==> src/rtl/inst_fetch_ctrl_pkg.sv <==
// Shared widths, state encodings and fetch entry layout
// for the instruction fetch controller and its prefetch FIFO.
package inst_fetch_ctrl_pkg;

  localparam int ADDR_WIDTH = 32;
  localparam int DATA_WIDTH = 32;

  localparam logic [DATA_WIDTH-1:0] ZeroWord = '0;

  localparam logic [1:0] FetchBoot = 2'd0;
  localparam logic [1:0] FetchRun  = 2'd1;
  localparam logic [1:0] FetchHalt = 2'd2;

  localparam logic [ADDR_WIDTH-1:0] InstAlignMask = 32'hFFFF_FFFC;

  typedef enum logic [1:0] {
    S_BOOT = FetchBoot,
    S_RUN  = FetchRun,
    S_HALT = FetchHalt
  } fetch_state_e;

  typedef struct packed {
    logic [ADDR_WIDTH-1:0] pc;
    logic [DATA_WIDTH-1:0] inst;
  } fetch_entry_t;

endpackage

==> src/rtl/fetch_fifo.sv <==
// Synchronous prefetch FIFO with flush; ports: push/pop/flush,
// wdata in, rdata (head) out, count/full/empty status.
module fetch_fifo #(
  parameter int W     = 64,
  parameter int DEPTH = 2,
  localparam int PW = (DEPTH > 1) ? $clog2(DEPTH) : 1,
  localparam int CW = $clog2(DEPTH + 1)
) (
  input  logic          CLK,
  input  logic          RST_N,
  input  logic          push,
  input  logic          pop,
  input  logic          flush,
  input  logic [W-1:0]  wdata,
  output logic [W-1:0]  rdata,
  output logic [CW-1:0] count,
  output logic          full,
  output logic          empty
);

  logic [W-1:0]  mem [DEPTH];
  logic [PW-1:0] head;
  logic [PW-1:0] tail;
  logic          pop_en;
  logic          push_en;

  assign empty   = (count == '0);
  assign full    = (count == CW'(DEPTH));
  assign pop_en  = pop & ~empty;
  // a pop frees the slot, so a full FIFO may still take a push
  assign push_en = push & (~full | pop_en);
  assign rdata   = mem[head];

  always_ff @(posedge CLK or negedge RST_N) begin
    if (!RST_N) begin
      head  <= '0;
      tail  <= '0;
      count <= '0;
    end else if (flush) begin
      head  <= '0;
      tail  <= '0;
      count <= '0;
    end else begin
      if (push_en) tail <= tail + 1'b1;
      if (pop_en)  head <= head + 1'b1;
      if (push_en && !pop_en)
        count <= count + 1'b1;
      else if (pop_en && !push_en)
        count <= count - 1'b1;
    end
  end

  always_ff @(posedge CLK) begin
    if (push_en && !flush) mem[tail] <= wdata;
  end

endmodule

==> src/rtl/inst_fetch_ctrl.sv <==
// Fetch controller: owns fetch PC, drives ROM address, queues
// {pc,inst} into prefetch FIFO, drains to decode via valid/ready.
module inst_fetch_ctrl
  import inst_fetch_ctrl_pkg::*;
#(
  parameter logic [ADDR_WIDTH-1:0] RESET_PC   = 32'h0000_0000,
  parameter int                    FIFO_DEPTH = 2
) (
  input  logic                  CLK,
  input  logic                  RST_N,
  output logic [ADDR_WIDTH-1:0] rom_addr,
  input  logic [DATA_WIDTH-1:0] rom_inst,
  input  logic                  halt,
  input  logic                  redirect_valid,
  input  logic [ADDR_WIDTH-1:0] redirect_pc,
  output logic                  id_valid,
  input  logic                  id_ready,
  output logic [DATA_WIDTH-1:0] id_inst,
  output logic [ADDR_WIDTH-1:0] id_pc
);

  localparam int CW = $clog2(FIFO_DEPTH + 1);

  fetch_state_e          state;
  fetch_state_e          state_nxt;
  logic [ADDR_WIDTH-1:0] fetch_pc;
  logic [CW-1:0]         count;
  logic                  full;
  logic                  empty;
  logic                  pop;
  logic                  push_ok;
  fetch_entry_t          wr;
  fetch_entry_t          head;

  assign rom_addr = fetch_pc;
  assign id_valid = (count != '0);
  assign pop      = id_valid & id_ready;

  // id_ready only feeds the tail write enable, never rom_addr
  assign push_ok  = (state == S_RUN) & ~redirect_valid
                  & (~full | pop);

  assign wr.pc    = fetch_pc;
  assign wr.inst  = rom_inst;

  assign id_inst  = empty ? ZeroWord : head.inst;
  assign id_pc    = empty ? '0 : head.pc;

  always_ff @(posedge CLK or negedge RST_N) begin
    if (!RST_N) state <= S_BOOT;
    else        state <= state_nxt;
  end

  always_comb begin
    state_nxt = state;
    unique case (state)
      S_BOOT:  state_nxt = halt ? S_HALT : S_RUN;
      S_RUN:   state_nxt = halt ? S_HALT : S_RUN;
      S_HALT:  state_nxt = halt ? S_HALT : S_RUN;
      default: state_nxt = S_BOOT;
    endcase
  end

  always_ff @(posedge CLK or negedge RST_N) begin
    if (!RST_N)
      fetch_pc <= RESET_PC;
    else if (redirect_valid)
      fetch_pc <= redirect_pc & InstAlignMask;
    else if (push_ok)
      fetch_pc <= fetch_pc + 32'd4;
  end

  fetch_fifo #(
    .W     (ADDR_WIDTH + DATA_WIDTH),
    .DEPTH (FIFO_DEPTH)
  ) u_fifo (
    .CLK   (CLK),
    .RST_N (RST_N),
    .push  (push_ok),
    .pop   (pop),
    .flush (redirect_valid),
    .wdata (wr),
    .rdata (head),
    .count (count),
    .full  (full),
    .empty (empty)
  );

endmodule

==> config.mk <==
export PLATFORM = sky130hd
export DESIGN_NAME = inst_fetch_ctrl
export DESIGN_NICKNAME = d
export VERILOG_FILES = /design/src/rtl/inst_fetch_ctrl_pkg.sv /design/src/rtl/fetch_fifo.sv /design/src/rtl/inst_fetch_ctrl.sv
export SDC_FILE = /design/constraint.sdc
export NUM_CORES = 1
export LEC_CHECK = 0
export BUFFER_PORTS_ARGS = -buffer_cell sky130_fd_sc_hd__buf_2
export CAP_MARGIN = 20
export CORE_MARGIN = 1
export CORE_UTILIZATION = 40
export CTS_CLUSTER_DIAMETER = 120
export CTS_CLUSTER_SIZE = 30
export DETAILED_ROUTE_END_ITERATION = 8
export GPL_ROUTABILITY_DRIVEN = 0
export PLACE_DENSITY = 0.7
export SYNTH_ARGS = -nofsm -noshare
export SYNTH_HDL_FRONTEND = slang
export SYNTH_HIERARCHICAL = 1
export SYNTH_SLANG_ARGS = --single-unit
==> constraint.sdc <==
create_clock -name CLK -period 9.5 [get_ports CLK]
set_input_delay 0 -clock CLK [delete_from_list [all_inputs] [get_ports CLK]]
set_output_delay 0 -clock CLK [all_outputs]
set_load 0.05 [all_outputs]
==> parameters.txt, run 1 <==
Parameter                              Value

Floorplan
  Full die area    0.0188 mm²
  Die height    137 µm
  Number of ports placed on the die boundary    166
  Floorplan row count    49
  Die outline width    137 µm
  Core ar.    0.0180 mm²
  Starting density of the core    40.7%

Final layout
  Final standard cell count with taps included and fillers excluded    978
  Syn-to-layout area delta    30.6%
  Number of diodes    0
  Fill cell instance count of the final layout    1513
  Area taken by flip-flops and latches    0.00475 mm²
  Area taken by multi-input logic gates    0.00243 mm²
  Number of nets in the layout    806
  Ratio of cells with drive above 1 in the final layout    36.6%
  Post-Layout Inst Area    0.00954 mm²

Pwr
  Switching pwr    0.000427 W
  Power share of the combinational group    12.7%
  Leak pwr    3.78 nW
  Switching fraction of total power    25.8%
  Relative contribution of sequential cells to total power    50.2%
  Total power consumption of the routed design    0.00165 W
  Design internal power    0.00123 W
  Clock network fraction of design power    37.1%
  Worst vdd rail ir drop    0.000121 V
  Power Dens Cells    173 mW/mm²

Yosys
  Yosys top cell area share    52.6%
  Most instantiated flip-flop cell in the synthesis netlist    edfxtp_1
  Count of state elements after synthesis    164
  Unique masters post-synth    46
  Synthesized area divided by synthesized cell count    14.5 µm²
  Cells taking the most area after synthesis    edfxtp_1 53%, dfrtp_1 12%, mux2_4 10%
  Leading area contributor after synthesis    edfxtp_1
  Post-synthesis instance area    0.00731 mm²
  Number of synthesis warnings    6
  Count of flip-flops with a built-in enable after synthesis    128
  Synth cell count leaders    128 x edfxtp_1, 65 x nor2b_1, 51 x mux2_4, 39 x nand2_1, 36 x dfrtp_1
  Instance count of the mapped netlist    503
  Share of async-settable or async-resettable flops after synthesis    22.0%
  Most numerous cell in the Yosys netlist    edfxtp_1
  Sequential share of the synthesized area    64.9%

Placement
  Total of buffers placed on input and output ports    161
  Area post-placement    0.00835 mm²
  Placed instance count    881
  Half-perimeter wire length after detailed placement    9.99 mm
  Worst Setup Slack post-DPL    6770 ps

Setup path
  Largest fanout of any net on the critical path    41
  Max incr delay on CP    530 ps
  Nature of the critical path startpoint    register
  Cell at the slowest stage of the critical path    buf_4
  Arrival time of data at the critical path endpoint    2800 ps
  CP Data Required Time    9550 ps
  Crit end category    register
  Crit path max-delay family    compound AO/OA/AOI/OAI gates
  Start-to-end type of the worst setup path    reg2reg
  Number of buffer and inverter stages on the critical path    1
  Cells along the critical path    o21ai_0 -> a21o_1 -> nor2_1 -> o21ai_2 -> nor3b_2 -> buf_4

GRT
  Remaining Overflow, GRT    0
  First-pass GRT wire length    23.3 mm
  Pin count of the biggest net entering global routing    66
  Global router's overall resource usage    16.5%
  Via count of the first global-routing pass    4790
  Number of antenna violations at the first check in global routing    0

Clock network
  Maximum count of clock buffers along a single path    2
  H-Tree Depth    4
  Clock slew at reported path FFs    60 ps
  Clock sink total    164
  Root buffer selected by CTS    clkbuf_16
  Post-CTS repair timing setup buffer count    0
  Number of instances resized during post-cts repair    0
  Clock latency on the worst-skew pair    420 ps
  # hold bufs at CTS    64
  Number of buffers created by CTS    17
  TritonCTS clock tree    built

Timing
  Count of endpoints failing hold in the final timing report    0
  Final setup vio count    0
  Shortest period the worst path allows    2760 ps
  Final Cycle Share    29.0%
  Unrepaired setup endpoints after global routing    no
  Fmax    363 MHz
  Transition time at the pin with the least slew margin    853 ps
  Worst clock skew    8.39 ps
  Fin worst setup slack    6740 ps
  Final count of pins violating max slew    0
  Total Neg Setup Slack    0 ps
  Slew HR    43.2%

Routing
  Detailed Routing Iterations Pass 1    4
  Antenna Nets Post-Route    0
  Starting DRC count in detailed routing    278
  Average detailed-routed wire length per instance    15.9 µm
  Routed vias    4752
  Vias/cell    4.86
  Total detailed-routing wirelength    15.5 mm
  Number of design rule violations left after detail routing    0

Flow run
  Max-cap check violation count    0

Run status
  Outcome    finished, final reports clean

Min path
  Kind of path behind the tightest hold check    in2reg
-- worst reg2reg max path, delay by kind of cell, from the launching register on --
family / cells / cell delay [ps]
AOI/OAI and AO/OA: 3 / 770
and+or+nand+nor: 2 / 560
DFF: 1 / 500
buffers and inverters: 1 / 530
-- registers in the layout (all words and copies together) (netlist names) --
register,cells
u_fifo/head,1
rom_addr,30
u_fifo/count,2
u_fifo/mem,128
u_fifo/tail,1
state,2
-- through the flow --
| stage | hold WS (ps) | utilization, % |
|---|---|---|
| 3_5_place_dp | 150 | 46.5 |
| 2_1_floorplan | -296 | - |
| 5_1_grt | 233 | 53.1 |
| 6_report | 188 | 53.1 |
| 4_1_cts | 175 | 53.0 |
| 3_3_place_gp | 138 | 46.5 |
-- per-layer routing --
metal	vias up	global-route usage, %	share of wire [%]
met2	142	27.5	50
met5	-	0	0
met3	25	3.64	4.9
li1	2283	-	-
met4	0	7.45	1.9
met1	2302	20.4	44
-- path summary, 6_finish.rpt --
check | from | end | slack, ps | cells after the start
worst min-delay path | redirect_valid | u_fifo/head | 190 | 3
min in group asynchronous | RST_N | rom_addr[24] | 230 | 2
max in group asynchronous | RST_N | u_fifo/head | 8640 | 2
worst min register to register | state[1] | state[0] | 460 | 1
worst max register to register | u_fifo/count[1] | u_fifo/mem[1][17] | 6740 | 6
worst max-delay path | u_fifo/count[1] | u_fifo/mem[1][17] | 6740 | 6
-- kinds of logic after synthesis --
group / synth area share (%)
AND/OR/NAND/NOR: 13.1
XOR/XNOR: 3.24
buffers and inverters: 2.28
adder cells (fa/ha/maj): 0.171
flip-flops: 64.9
multiplexers: 12.8
AO/OA/AOI/OAI: 3.49
other: 0.0513
-- power by group through the flow --
stage | Sequential, W | Combinational, W | Clock, W
6_report | 0.000829 | 0.000210 | 0.000614
5_1_grt | 0.000832 | 0.000224 | 0.000660
4_1_cts | 0.000830 | 0.000210 | 0.000628
3_5_place_dp | 0.000845 | 0.000190 | 0
3_3_place_gp | 0.000842 | 0.000187 | 0
2_1_floorplan | 0.000879 | 0.0000917 | 0
-- cell usage in the layout, fill, tap and decap left out, types with 10 or more instances in the layout --
master,netlist,routed
clkbuf_16,0,17
buf_2,1,161
mux2_2,14,14
dfrtp_1,36,35
nand4_1,11,11
nand2_1,39,39
mux2_4,51,51
xor2_1,18,18
nor2b_1,65,65
o21ai_0,30,30
edfxtp_1,128,128
dlygate4sd3_1,0,64
nor2_1,11,10
-- final cells by class --
| cell class | instances | share of cell area, % |
|---|---|---|
| sequential | 164 | 49.8 |
| multi-input combinational | 314 | 25.5 |
| timing repair buffer | 233 | 16.0 |
| clock buffer | 20 | 4.58 |
| tap | 229 | 3.00 |
| clock inverter | 12 | 0.944 |
| inverter | 6 | 0.236 |
No activity file was read; power rests on OpenSTA's default activity.
==> run 2: changes to the inputs <==
PLACE_DENSITY = 0.72   (was 0.7)
clock period = 2.25 ns   (was 9.5 ns; I/O delays follow)
==> parameters.txt, run 2 (synthesis results as in run 1) <==
Parameter                              Value

Setup path
  Arrival time of data at the critical path endpoint    2180 ps (-620 ps)
  CP Data Required Time    2350 ps (-7200 ps)
  Worst Reg-to-Reg Cells    6 (unchanged)
  Startpoint of the most critical setup path    u_fifo/count[1]
  Nature of the critical path startpoint    register
  Reg-to-reg critical path startpoint    u_fifo/count[1]
  Start-to-end type of the worst setup path    reg2reg
  Crit end category    register
  Largest fanout of any net on the critical path    41 (unchanged)

Timing
  Shortest period the worst path allows    2080 ps (-672 ps)
  Worst Hold Slack    235 ps (+47.0 ps)
  Total Neg Setup Slack    0 ps (unchanged)
  Unrepaired setup endpoints after global routing    no
  Final setup vio count    0 (unchanged)
  Final Cycle Share    92.6% (+64 points)
  Slew HR    42.4% (-0.72 points)
  Count of endpoints failing hold in the final timing report    0 (unchanged)
  Fmax    480 MHz (+32%)
  Worst clock skew    9.34 ps (+0.942 ps)
  Final count of pins violating max slew    0 (unchanged)
  Transition time at the pin with the least slew margin    863 ps (+10.7 ps)

Clock network
  Root buffer selected by CTS    clkbuf_16
  Clock slew at reported path FFs    60 ps (about the same)
  Post-CTS repair timing setup buffer count    0 (unchanged)
  H-Tree Depth    4 (unchanged)
  Number of buffers created by CTS    17 (unchanged)
  TritonCTS clock tree    built
  Maximum count of clock buffers along a single path    2 (unchanged)
  Clock sink total    164 (unchanged)
  Clock latency on the worst-skew pair    420 ps (about the same)

Pwr
  Switching pwr    0.00181 W (+320%)
  Worst vdd rail ir drop    0.000549 V (+350%)
  Clock network fraction of design power    38.5% (+1.4 points)
  Relative contribution of sequential cells to total power    48.5% (-1.7 points)
  Power Dens Cells    736 mW/mm² (+330%)
  Switching fraction of total power    25.2% (-0.66 points)
  Leak pwr    3.89 nW (+2.7%)
  Power share of the combinational group    13.0% (+0.3 points)
  Design internal power    0.00537 W (+340%)

GRT
  Pin count of the biggest net entering global routing    56 (-15%)
  First-pass GRT wire length    23.4 mm (+0.24%)
  Remaining Overflow, GRT    0 (unchanged)
  Global router's overall resource usage    16.7% (+0.19 points)
  Number of antenna violations at the first check in global routing    0 (unchanged)
  Via count of the first global-routing pass    4663 (-2.7%)

Floorplan
  Floorplan row count    49 (unchanged)
  Die outline width    137 µm (unchanged)
  Die height    137 µm (unchanged)
  Number of ports placed on the die boundary    166 (unchanged)
  Full die area    0.0188 mm² (unchanged)
  Starting density of the core    40.7% (unchanged)
  Core ar.    0.0180 mm² (unchanged)

Routing
  Detailed Routing Iterations Pass 1    4 (unchanged)
  Total detailed-routing wirelength    15.5 mm (about the same)
  Starting DRC count in detailed routing    264 (-5.0%)
  Antenna Nets Post-Route    0 (unchanged)
  Average detailed-routed wire length per instance    15.7 µm (-0.99%)
  Number of design rule violations left after detail routing    0 (unchanged)
  Vias/cell    4.83 (-0.66%)
  Routed vias    4769 (+0.36%)

Run status
  Outcome    finished, final reports clean

Placement
  Half-perimeter wire length after detailed placement    10.6 mm (+6.1%)
  Total of buffers placed on input and output ports    161 (unchanged)

Final layout
  Largest register FFs    128 (unchanged)
  Most frequent cells in the layout    161 x buf_2, 128 x edfxtp_1, 65 x nor2b_1, 65 x dlygate4sd3_1, 51 x mux2_4
  Syn-to-layout area delta    33.4%
  Ratio of cells with drive above 1 in the final layout    38.6% (+2.0 points)
  Commonest non-fill, non-tap cell in the layout    buf_2
  Number of diodes    0 (unchanged)
  Number of nets in the layout    816 (+1.2%)
  Top reg by flops    u_fifo/mem

Min path
  Kind of path behind the tightest hold check    in2async

Flow run
  Max-cap check violation count    0 (unchanged)
run 2: layer usage:
| metal | routed length (µm) | GRT usage [%] | vias to the layer above |
|---|---|---|---|
| li1 | - | - | 2294 |
| met1 | 6670 | 20.2 | 2298 |
| met2 | 7790 | 28.5 | 147 |
| met3 | 714 | 3.16 | 30 |
| met4 | 344 | 7.88 | 0 |
| met5 | 0 | 0 | - |
run 2: metrics by stage:
step / utilization (%) / instances / worst slack (ps) / power [W] / cell area (µm²)
2_1_floorplan: - / 508 / -1010 / 0.00410 / 7390
3_3_place_gp: 47.4 / 891 / 187 / 0.00437 / 8510
3_5_place_dp: 47.4 / 891 / 75.7 / 0.00439 / 8510
4_1_cts: 54.2 / 988 / 60.4 / 0.00724 / 9740
5_1_grt: 54.3 / 988 / 67.0 / 0.00743 / 9750
6_report: 54.3 / 988 / 167 / 0.00718 / 9750
run 2: area by class of cell:
class / count / area (µm²)
clock buffer: 23 / 500
inverter: 6 / 25.0
timing repair buffer: 243 / 1640
clock inverter: 9 / 76.3
fill: 1489 / 8210
sequential: 164 / 4750
tap: 229 / 287
multi-input combinational: 314 / 2470
run 2: worst paths after layout:
kind	slack, ps	to
setup reg to reg	170	u_fifo/mem[1][52]
min in group CLK	260	rom_addr[2]
hold reg to reg	460	state[0]
setup / recovery	170	u_fifo/mem[1][52]
max in group asynchronous	1390	u_fifo/head
hold / removal	240	rom_addr[24]
run 2: power groups by stage:
stage                     clock network (W)  logic, W  registers [W]
after detailed placement                  0  0.000849        0.00355
after global placement                    0  0.000835        0.00353
after floorplan                           0  0.000395        0.00371
final                               0.00276  0.000933        0.00348
after global routing                0.00293  0.000995        0.00350
after CTS                           0.00282  0.000939        0.00348
run 2: critical path, stage by stage, from the launching register on:
cell	delay, ps
dfrtp_2	470
o21ai_1	170
a21o_1	250
nor2_4	190
o21ai_4	110
nor3b_4	250
buf_12	290
run 2: what timing repair did:
item | CTS | global route
resized for setup | 0 | 3
endpoints found under the setup margin | 0 | 44
hold endpoints to repair | 134 | 0
hold buffers | 65 | 0
